==> config.mk <==
export PLATFORM = sky130hd
export DESIGN_NAME = instruction_decoder_pipe
export DESIGN_NICKNAME = d
export VERILOG_FILES = /design/src/rtl/instruction_decoder_pkg.sv /design/src/rtl/decoder_skid_buf.sv /design/src/rtl/instruction_decoder_pipe.sv
export SDC_FILE = /design/constraint.sdc
export NUM_CORES = 1
export LEC_CHECK = 0
export ABC_CLOCK_PERIOD_IN_PS = 1600
export CAP_MARGIN = 20
export CORE_ASPECT_RATIO = 2
export CORE_MARGIN = 5
export CORE_UTILIZATION = 45
export CTS_CLUSTER_SIZE = 24
export DETAILED_ROUTE_END_ITERATION = 10
export PLACE_DENSITY = 0.79
export SLEW_MARGIN = 20
export SYNTH_ARGS = -nofsm -noshare
export SYNTH_HDL_FRONTEND = slang
export SYNTH_SLANG_ARGS = --single-unit
==> constraint.sdc <==
create_clock -name clk -period 1.6 [get_ports clk]
set_input_delay 0.24 -clock clk [delete_from_list [all_inputs] [get_ports clk]]
set_output_delay 0.24 -clock clk [all_outputs]
set_load 0.02 [all_outputs]
==> src/rtl/instruction_decoder_pkg.sv <==
// Shared widths, decoded-field bundle, opcode names and skid-buffer states for the
// pipelined instruction decoder.
package instruction_decoder_pkg;

  localparam int DEF_INSTR_W = 16;
  localparam int DEF_OPC_W   = 5;
  localparam int DEF_REG_W   = 3;
  localparam int DEF_IMM_W   = 8;
  localparam int DEF_DATA_W  = 16;

  localparam logic [DEF_OPC_W-1:0] OPC_NOP = 5'h00;
  localparam logic [DEF_OPC_W-1:0] OPC_MOV = 5'h08;
  localparam logic [DEF_OPC_W-1:0] OPC_LDI = 5'h0C;

  // Field bundle at the default widths; member order matches the top-level payload packing.
  typedef struct packed {
    logic [DEF_OPC_W-1:0]  opcode;
    logic [DEF_REG_W-1:0]  rd;
    logic [DEF_REG_W-1:0]  rs;
    logic [DEF_IMM_W-1:0]  k;
    logic [DEF_DATA_W-1:0] k_sext;
    logic                  illegal;
  } decoded_t;

  typedef enum logic [1:0] {
    SKID_EMPTY = 2'd0,
    SKID_ONE   = 2'd1,
    SKID_FULL  = 2'd2
  } skid_state_t;

endpackage

==> src/rtl/decoder_skid_buf.sv <==
// Generic two-entry valid/ready skid buffer; main drives the outputs, skid absorbs the
// word that arrives in the cycle downstream stalls.
module decoder_skid_buf
  import instruction_decoder_pkg::*;
#(
  parameter int W = 8
) (
  input  logic         clk,
  input  logic         rst,
  input  logic         in_valid,
  output logic         in_ready,
  input  logic [W-1:0] in_data,
  output logic         out_valid,
  input  logic         out_ready,
  output logic [W-1:0] out_data
);

  skid_state_t  state;
  skid_state_t  state_nxt;
  logic [W-1:0] main_q;
  logic [W-1:0] skid_q;
  logic         in_acc;
  logic         out_acc;
  logic         load_main;
  logic         load_skid;
  logic         main_from_skid;

  // Handshakes are derived from the state register alone so in_ready never sees out_ready.
  assign in_acc  = in_valid && (state != SKID_FULL);
  assign out_acc = out_ready && (state != SKID_EMPTY);

  always_ff @(posedge clk or posedge rst) begin
    if (rst) state <= SKID_EMPTY;
    else     state <= state_nxt;
  end

  always_comb begin
    state_nxt = state;
    case (state)
      SKID_EMPTY: if (in_acc) state_nxt = SKID_ONE;
      SKID_ONE: begin
        if (in_acc && !out_acc)      state_nxt = SKID_FULL;
        else if (!in_acc && out_acc) state_nxt = SKID_EMPTY;
      end
      SKID_FULL:  if (out_acc) state_nxt = SKID_ONE;
      default:    state_nxt = SKID_EMPTY;
    endcase
  end

  always_comb begin
    in_ready       = (state != SKID_FULL);
    out_valid      = (state != SKID_EMPTY);
    load_main      = 1'b0;
    load_skid      = 1'b0;
    main_from_skid = 1'b0;
    case (state)
      SKID_EMPTY: load_main = in_acc;
      SKID_ONE: begin
        load_main = in_acc && out_acc;
        load_skid = in_acc && !out_acc;
      end
      SKID_FULL:  main_from_skid = out_acc;
      default:    load_main = 1'b0;
    endcase
  end

  // Main only changes on a load, so a stalled word stays put on the outputs.
  always_ff @(posedge clk or posedge rst) begin
    if (rst) begin
      main_q <= '0;
      skid_q <= '0;
    end else begin
      if (load_main)           main_q <= in_data;
      else if (main_from_skid) main_q <= skid_q;
      if (load_skid)           skid_q <= in_data;
    end
  end

  assign out_data = main_q;

endmodule

==> src/rtl/instruction_decoder_pipe.sv <==
// Pipelined instruction decoder: field split, sign-extended immediate and illegal flag
// behind a 2-entry skid buffer. Define DEC_PERF_CNT_EN to add transfer counters.
module instruction_decoder_pipe
  import instruction_decoder_pkg::*;
#(
  parameter int                    INSTR_W    = DEF_INSTR_W,
  parameter int                    OPC_W      = DEF_OPC_W,
  parameter int                    REG_W      = DEF_REG_W,
  parameter int                    IMM_W      = DEF_IMM_W,
  parameter int                    DATA_W     = DEF_DATA_W,
  parameter logic [2**OPC_W-1:0]   LEGAL_MASK = '1
) (
  input  logic               clk,
  input  logic               rst,
  input  logic               in_valid,
  output logic               in_ready,
  input  logic [INSTR_W-1:0] instruction,
  output logic               out_valid,
  input  logic               out_ready,
  output logic [OPC_W-1:0]   opcode,
  output logic [REG_W-1:0]   rd,
  output logic [REG_W-1:0]   rs,
  output logic [IMM_W-1:0]   k,
  output logic [DATA_W-1:0]  k_sext,
  output logic               illegal
`ifdef DEC_PERF_CNT_EN
  ,
  output logic [31:0]        decoded_cnt,
  output logic [31:0]        illegal_cnt
`endif
);

  localparam int PAY_W = OPC_W + 2*REG_W + IMM_W + DATA_W + 1;

  if (OPC_W + REG_W + IMM_W != INSTR_W) begin : g_chk_fields
    $fatal(1, "instruction_decoder_pipe: OPC_W + REG_W + IMM_W must equal INSTR_W");
  end
  if (OPC_W + 2*REG_W > INSTR_W) begin : g_chk_regs
    $fatal(1, "instruction_decoder_pipe: OPC_W + 2*REG_W must not exceed INSTR_W");
  end
  if (DATA_W < IMM_W) begin : g_chk_data
    $fatal(1, "instruction_decoder_pipe: DATA_W must be at least IMM_W");
  end

  logic [OPC_W-1:0]  dec_opcode;
  logic [REG_W-1:0]  dec_rd;
  logic [REG_W-1:0]  dec_rs;
  logic [IMM_W-1:0]  dec_k;
  logic [DATA_W-1:0] dec_k_sext;
  logic              dec_illegal;
  logic [PAY_W-1:0]  in_payload;
  logic [PAY_W-1:0]  out_payload;

  // Decode at capture so the buffer holds finished fields rather than raw words.
  assign dec_opcode  = instruction[INSTR_W-1 -: OPC_W];
  assign dec_rd      = instruction[INSTR_W-OPC_W-1 -: REG_W];
  assign dec_rs      = instruction[INSTR_W-OPC_W-REG_W-1 -: REG_W];
  assign dec_k       = instruction[IMM_W-1:0];
  assign dec_k_sext  = DATA_W'($signed(dec_k));
  assign dec_illegal = ~LEGAL_MASK[dec_opcode];
  assign in_payload  = {dec_opcode, dec_rd, dec_rs, dec_k, dec_k_sext, dec_illegal};

  decoder_skid_buf #(
    .W (PAY_W)
  ) u_skid (
    .clk       (clk),
    .rst       (rst),
    .in_valid  (in_valid),
    .in_ready  (in_ready),
    .in_data   (in_payload),
    .out_valid (out_valid),
    .out_ready (out_ready),
    .out_data  (out_payload)
  );

  assign {opcode, rd, rs, k, k_sext, illegal} = out_payload;

`ifdef DEC_PERF_CNT_EN
  // Both counters advance on output transfers and wrap naturally at 32 bits.
  always_ff @(posedge clk or posedge rst) begin
    if (rst) begin
      decoded_cnt <= '0;
      illegal_cnt <= '0;
    end else if (out_valid && out_ready) begin
      decoded_cnt <= decoded_cnt + 32'd1;
      if (illegal) illegal_cnt <= illegal_cnt + 32'd1;
    end
  end
`endif

endmodule
==> flow_summary.toml, run 1 <==
[timing]
setup-tns-final_ns = 0
hold_viol = 0
timing.final.crit_share_pct = 97.0
setup_slack_ns = 0.0478
maxSlewViolCount = 0
hold_ws_ns = 0.354
fin_crit_ns = 1.55
clock_skew_ns = 0.00181
fmax_ghz = 0.644
setup_viol = 0
rsz0062_at_grt = "no"

[die]
ioPinCount = 58
die_h_um = 96.6
die_w_um = 53.3
start_util_pct = 46.3
core_area_um2 = 3650
die_area_um2 = 5150
row_count = 31

[clocking]
post_cts.repair.setup_buffers = 0
root_buffer = "clkbuf_8"
cts_tree = "built"
clock_path_buffers = 2
clkTransAtPathRegs_ns = 0.07
cts_sinks = 34
clk_latency_ns = 0.28
cts_made_buffers = 5
htreeDepth = 2

[power]
power_density_nw_per_um2 = 1480
cellLeakagePower_nw = 1.08
share_comb_of_total_power_pct = 41.1
switching_share_pct = 33.6
seq_power_share_pct = 39.6
p_int_mw = 2.25
irDropWorstVdd_mv = 0.926
power.switching_mw = 1.14
clockPowerShare_pct = 19.3
p_total_mw = 3.38

[drt]
drc = 0
drt_wl_total_um = 3840
drt_iter0_markers = 27
vias_per_cell = 5.26
wire_per_inst_um = 17.2
ant_nets = 0
detail_route.first_pass.iterations = 4
vias = 1178

[final_layout]
syn_to_final_growth_pct = 35.3
fin_util_pct = 62.7
nNetsFinal = 194
instances_no_fill = 224
antennaDiodeCount = 0
layout-drive-gt1-share_pct = 25.7
fin_area_um2 = 2290

[synth]
syn_avg_cell_area_um2 = 13.3
synth_cell_type_count = 24
ys_warn_count = 0
ys_ff_latch = 34
synth.cell_area_um2 = 1690
syn_inst = 127
synth_nets = 147
synth_seq_area_share_pct = 50.4

[critical_path]
cp_num_buf_inv = 1
worstSetupEndpointType = "output pin"
cp_max_fo = 3
cp-start-kind = "flop"
path_class = "flop to output pin"
critPathArrivalTime_ns = 1.31
cp_top_family = "buffers and inverters"
crit_chain = "clkdlybuf4s50_1"
cp.required_ns = 1.36
slowest_stage = "clkdlybuf4s50_1"
slowest_delay_ns = 0.63

[status]
status = "completed"

[global_routing]
overflow = 0
grt_pass1_wl_um = 6350
grt_start_max_net_pins = 35
grt_pass1_vias = 1318
antenna_found_initial = 0
grt_usage_pct = 16.3

[place]
dp.cells = 216
port_buffers = 56
dp_hpwl_um = 2820
gp_congestion = 0.751
post_dp_cell_area_um2 = 2200
place_ws_ns = -0.259

[run]
maxCapViolations = 0

[hold_path]
hold_class = "primary input to async pin"
-- flip-flops by register name, summed over array words and instances (netlist names) --
signal	flops
u_skid.out_data	16
u_skid.skid_q	16
u_skid.state	2
-- power by group through the flow --
stage / clock (mW) / combinational (mW) / sequential (mW)
floorplan: 0 / 0.853 / 1.44
global placement: 0 / 1.42 / 1.33
detailed placement: 0 / 1.45 / 1.36
CTS: 0.668 / 1.41 / 1.34
global route: 0.694 / 1.47 / 1.38
finish: 0.654 / 1.39 / 1.34
-- cells by family after synthesis --
logic type	share of synthesized area [%]
flip-flops	50.4
buffers and inverters	14.1
AND/OR/NAND/NOR	9.33
AO/OA/AOI/OAI	11.3
multiplexers	14.7
other	0.222
-- final timing paths --
path	cells after the start	slack, ns	end	start
setup / recovery	1	0.05	k[0]	u_skid.out_data[17]
hold reg to reg	1	0.51	u_skid.out_data[18]	u_skid.skid_q[18]
hold / removal	3	0.35	u_skid.out_data[20]	rst
setup reg to reg	4	0.08	u_skid.skid_q[21]	u_skid.state[1]
max in group asynchronous	3	0.94	u_skid.skid_q[34]	rst
min in group clk	1	0.51	u_skid.out_data[18]	u_skid.skid_q[18]
-- synth_stat cells, drive strengths merged --
library cell | n | share of area, %
dfrtp | 34 | 50
buf | 27 | 13
mux2 | 18 | 15
a221o | 15 | 8.9
and3 | 15 | 5.6
a21oi | 3 | 1.6
nand2 | 3 | 0.67
clkbuf | 2 | 0.44
nor2b | 2 | 1.3
and3b | 1 | 0.52
conb | 1 | 0.22
inv | 1 | 0.22
nand2b | 1 | 0.37
o21a | 1 | 0.44
o22ai | 1 | 0.37
or2 | 1 | 0.37
or2b | 1 | 0.44
-- cell usage in the layout, fill, tap and decap left out --
master	instances
buf_12	2
nor2b_2	1
clkbuf_8	6
inv_1	1
dfrtp_1	34
clkinv_2	1
or2_2	1
a21oi_4	1
clkdlybuf4s50_1	41
conb_1	1
mux2_4	12
o22ai_1	1
clkdlybuf4s15_1	1
a21oi_1	2
a221o_1	15
o21a_1	1
dlymetal6s2s_1	2
and3_2	1
nor2b_4	1
clkinvlp_4	1
buf_4	11
mux2_2	6
and3_1	14
nand2_1	3
nand2b_2	1
and3b_1	1
or2b_1	1
dlygate4sd2_1	12
-- timing repair --
action / in CTS / in global routing
resized for setup: 13 / 4
hold buffers: 0 / 0
endpoints found under the setup margin: 13 / 4
-- final cells by class --
cell class                      count  area, um2
Multi-Input combinational cell     63        602
Inverter                            1       3.75
Fill cell                         311       1360
Clock inverter                      2       12.5
Timing Repair Buffer               69        673
Clock buffer                        6       82.6
Sequential cell                    34        851
Tap cell                           49       61.3
-- metal layers --
metal / share of wire [%] / vias to the layer above / GRT usage [%]
li1: - / 533 / -
met1: 40 / 596 / 19.3
met2: 54 / 45 / 26.3
met3: 4.8 / 4 / 4.00
met4: 1.8 / 0 / 8.27
met5: 0 / - / 0
No activity file was read; power rests on OpenSTA's default activity.
==> inputs of run 2 (changes only) <==
- ABC_CLOCK_PERIOD_IN_PS: 1600 -> 1800
- CORE_UTILIZATION: 45 -> 30
- GPL_ROUTABILITY_DRIVEN: not set -> 0
- PLACE_DENSITY: 0.79 -> not set
- clock period: 1.6 -> 1.8 ns (I/O delays scaled with it)
==> flow_summary.toml, run 2 (synthesized netlist as in run 1, its figures left out) <==
[status]
status = "completed"

[die]
die_h_um = 116
die_area_um2 = 7320
row_count = 38
core_area_um2 = 5470
die_w_um = 63.1
start_util_pct = 30.9
ioPinCount = 58

[clocking]
clkTransAtPathRegs_ns = 0.07
root_buffer = "clkbuf_8"
cts_made_buffers = 5
cts_sinks = 34
htreeDepth = 2
ctsHoldBuffers = 0
post_cts.repair.setup_buffers = 0
cts_tree = "built"
clock_path_buffers = 2
clk_latency_ns = 0.28

[timing]
clock_skew_ns = 0.00288
setup_viol = 0
fin_crit_ns = 1.65
setup-tns-final_ns = 0
timing.final.crit_share_pct = 91.5
rsz0062_at_grt = "no"
fmax_ghz = 0.607
hold_ws_ns = 0.397
maxSlewViolCount = 0
hold_viol = 0

[critical_path]
r2r_setup_slack_ns = 0.33
cp.required_ns = 1.53
cp-endpoint = "k[7]"
path_class = "flop to output pin"
cp-start-kind = "flop"
cp_num_buf_inv = 1
reg2reg_to = "u_skid.out_data[25]"
crit_chain = "clkdlybuf4s50_1"
r2r_cells = 3
slowest_delay_ns = 0.64
slowest_stage = "clkdlybuf4s50_1"
r2r_start = "u_skid.state[0]"
path_depth = 1
critPathArrivalTime_ns = 1.38
worstSetupEndpointType = "output pin"
cp_top_family = "buffers and inverters"
cp_max_fo = 12
crit_start = "u_skid.out_data[27]"

[drt]
detail_route.first_pass.iterations = 5
vias = 1131
wire_per_inst_um = 17.4
ant_nets = 0
vias_per_cell = 4.94
drc = 0
drt_iter0_markers = 19
drt_wl_total_um = 3990

[final_layout]
final_cell_mix = "clkdlybuf4s50_1 (54), dfrtp_1 (33), a221o_1 (15)"
syn_to_final_growth_pct = 33.1
nNetsFinal = 188
layout-drive-gt1-share_pct = 22.5
fin_util_pct = 41.1
antennaDiodeCount = 0
layout_commonest_cell = "clkdlybuf4s50_1"
fin_area_um2 = 2250

[power]
irDropWorstVdd_mv = 0.686
power_density_nw_per_um2 = 1350
cellLeakagePower_nw = 1.00
p_total_mw = 3.03

[global_routing]
grt_pass1_vias = 1207
grt_pass1_wl_um = 6060
grt_usage_pct = 10.8
grt_start_max_net_pins = 35
antenna_found_initial = 0
overflow = 0

[place]
dp_hpwl_um = 2970
post_dp_cell_area_um2 = 2150
port_buffers = 56

[hold_path]
hold_class = "primary input to async pin"

[run]
maxCapViolations = 0
run 2: routing by layer:
metal | share of wire [%] | routed length [um] | global-route usage (%)
met5 | 0 | 0 | 0
met4 | 2.0 | 78 | 5.10
met3 | 6.6 | 264 | 3.85
met2 | 54 | 2160 | 19.5
met1 | 37 | 1490 | 10.8
run 2: area by class of cell:
| type | count | area, um2 |
|---|---|---|
| fill | 510 | 3220 |
| sequential | 34 | 852 |
| timing repair buffer | 63 | 627 |
| multi-input combinational | 63 | 599 |
| clock buffer | 7 | 86.3 |
| tap | 60 | 75.1 |
| clock inverter | 1 | 5.00 |
| inverter | 1 | 3.75 |
run 2: where the power goes:
| part | internal (mW) | leakage [nW] | switching (mW) |
|---|---|---|---|
| Sequential | 1.01 | 0.410 | 0.189 |
| Combinational | 0.702 | 0.543 | 0.552 |
| Clock | 0.308 | 0.0482 | 0.262 |
| Total | 2.02 | 1.00 | 1.00 |
run 2: what timing repair did:
action | CTS | global route
hold endpoints to repair | 0 | 0
setup endpoints to repair | 1 | 12
resized for setup | 1 | 2
run 2: stage by stage:
| stage | instances | setup slack (ns) |
|---|---|---|
| 4_1_cts | 229 | 0.00440 |
| 6_report | 229 | 0.153 |
| 3_3_place_gp | 221 | -0.0143 |
| 5_1_grt | 229 | 0.0916 |
| 3_5_place_dp | 221 | -0.100 |
| 2_1_floorplan | 127 | 0.328 |
run 2: how the worst min path moves through the flow:
| stage | start | to | depth (start not counted) |
|---|---|---|---|
| floorplan | out_ready | u_skid.state[1] | 1 |
| global placement | u_skid.skid_q[34] | u_skid.out_data[34] | 1 |
| detailed placement | u_skid.skid_q[30] | u_skid.out_data[30] | 1 |
| CTS | rst | u_skid.out_data[17] | 3 |
| global route | rst | u_skid.out_data[21] | 3 |
| finish | rst | u_skid.out_data[20] | 3 |
==> inputs of run 3 (changes only) <==
- ABC_CLOCK_PERIOD_IN_PS: 1800 -> not set
==> results of run 3 <==
Final layout, timing and power as in run 2 (identical DEF).
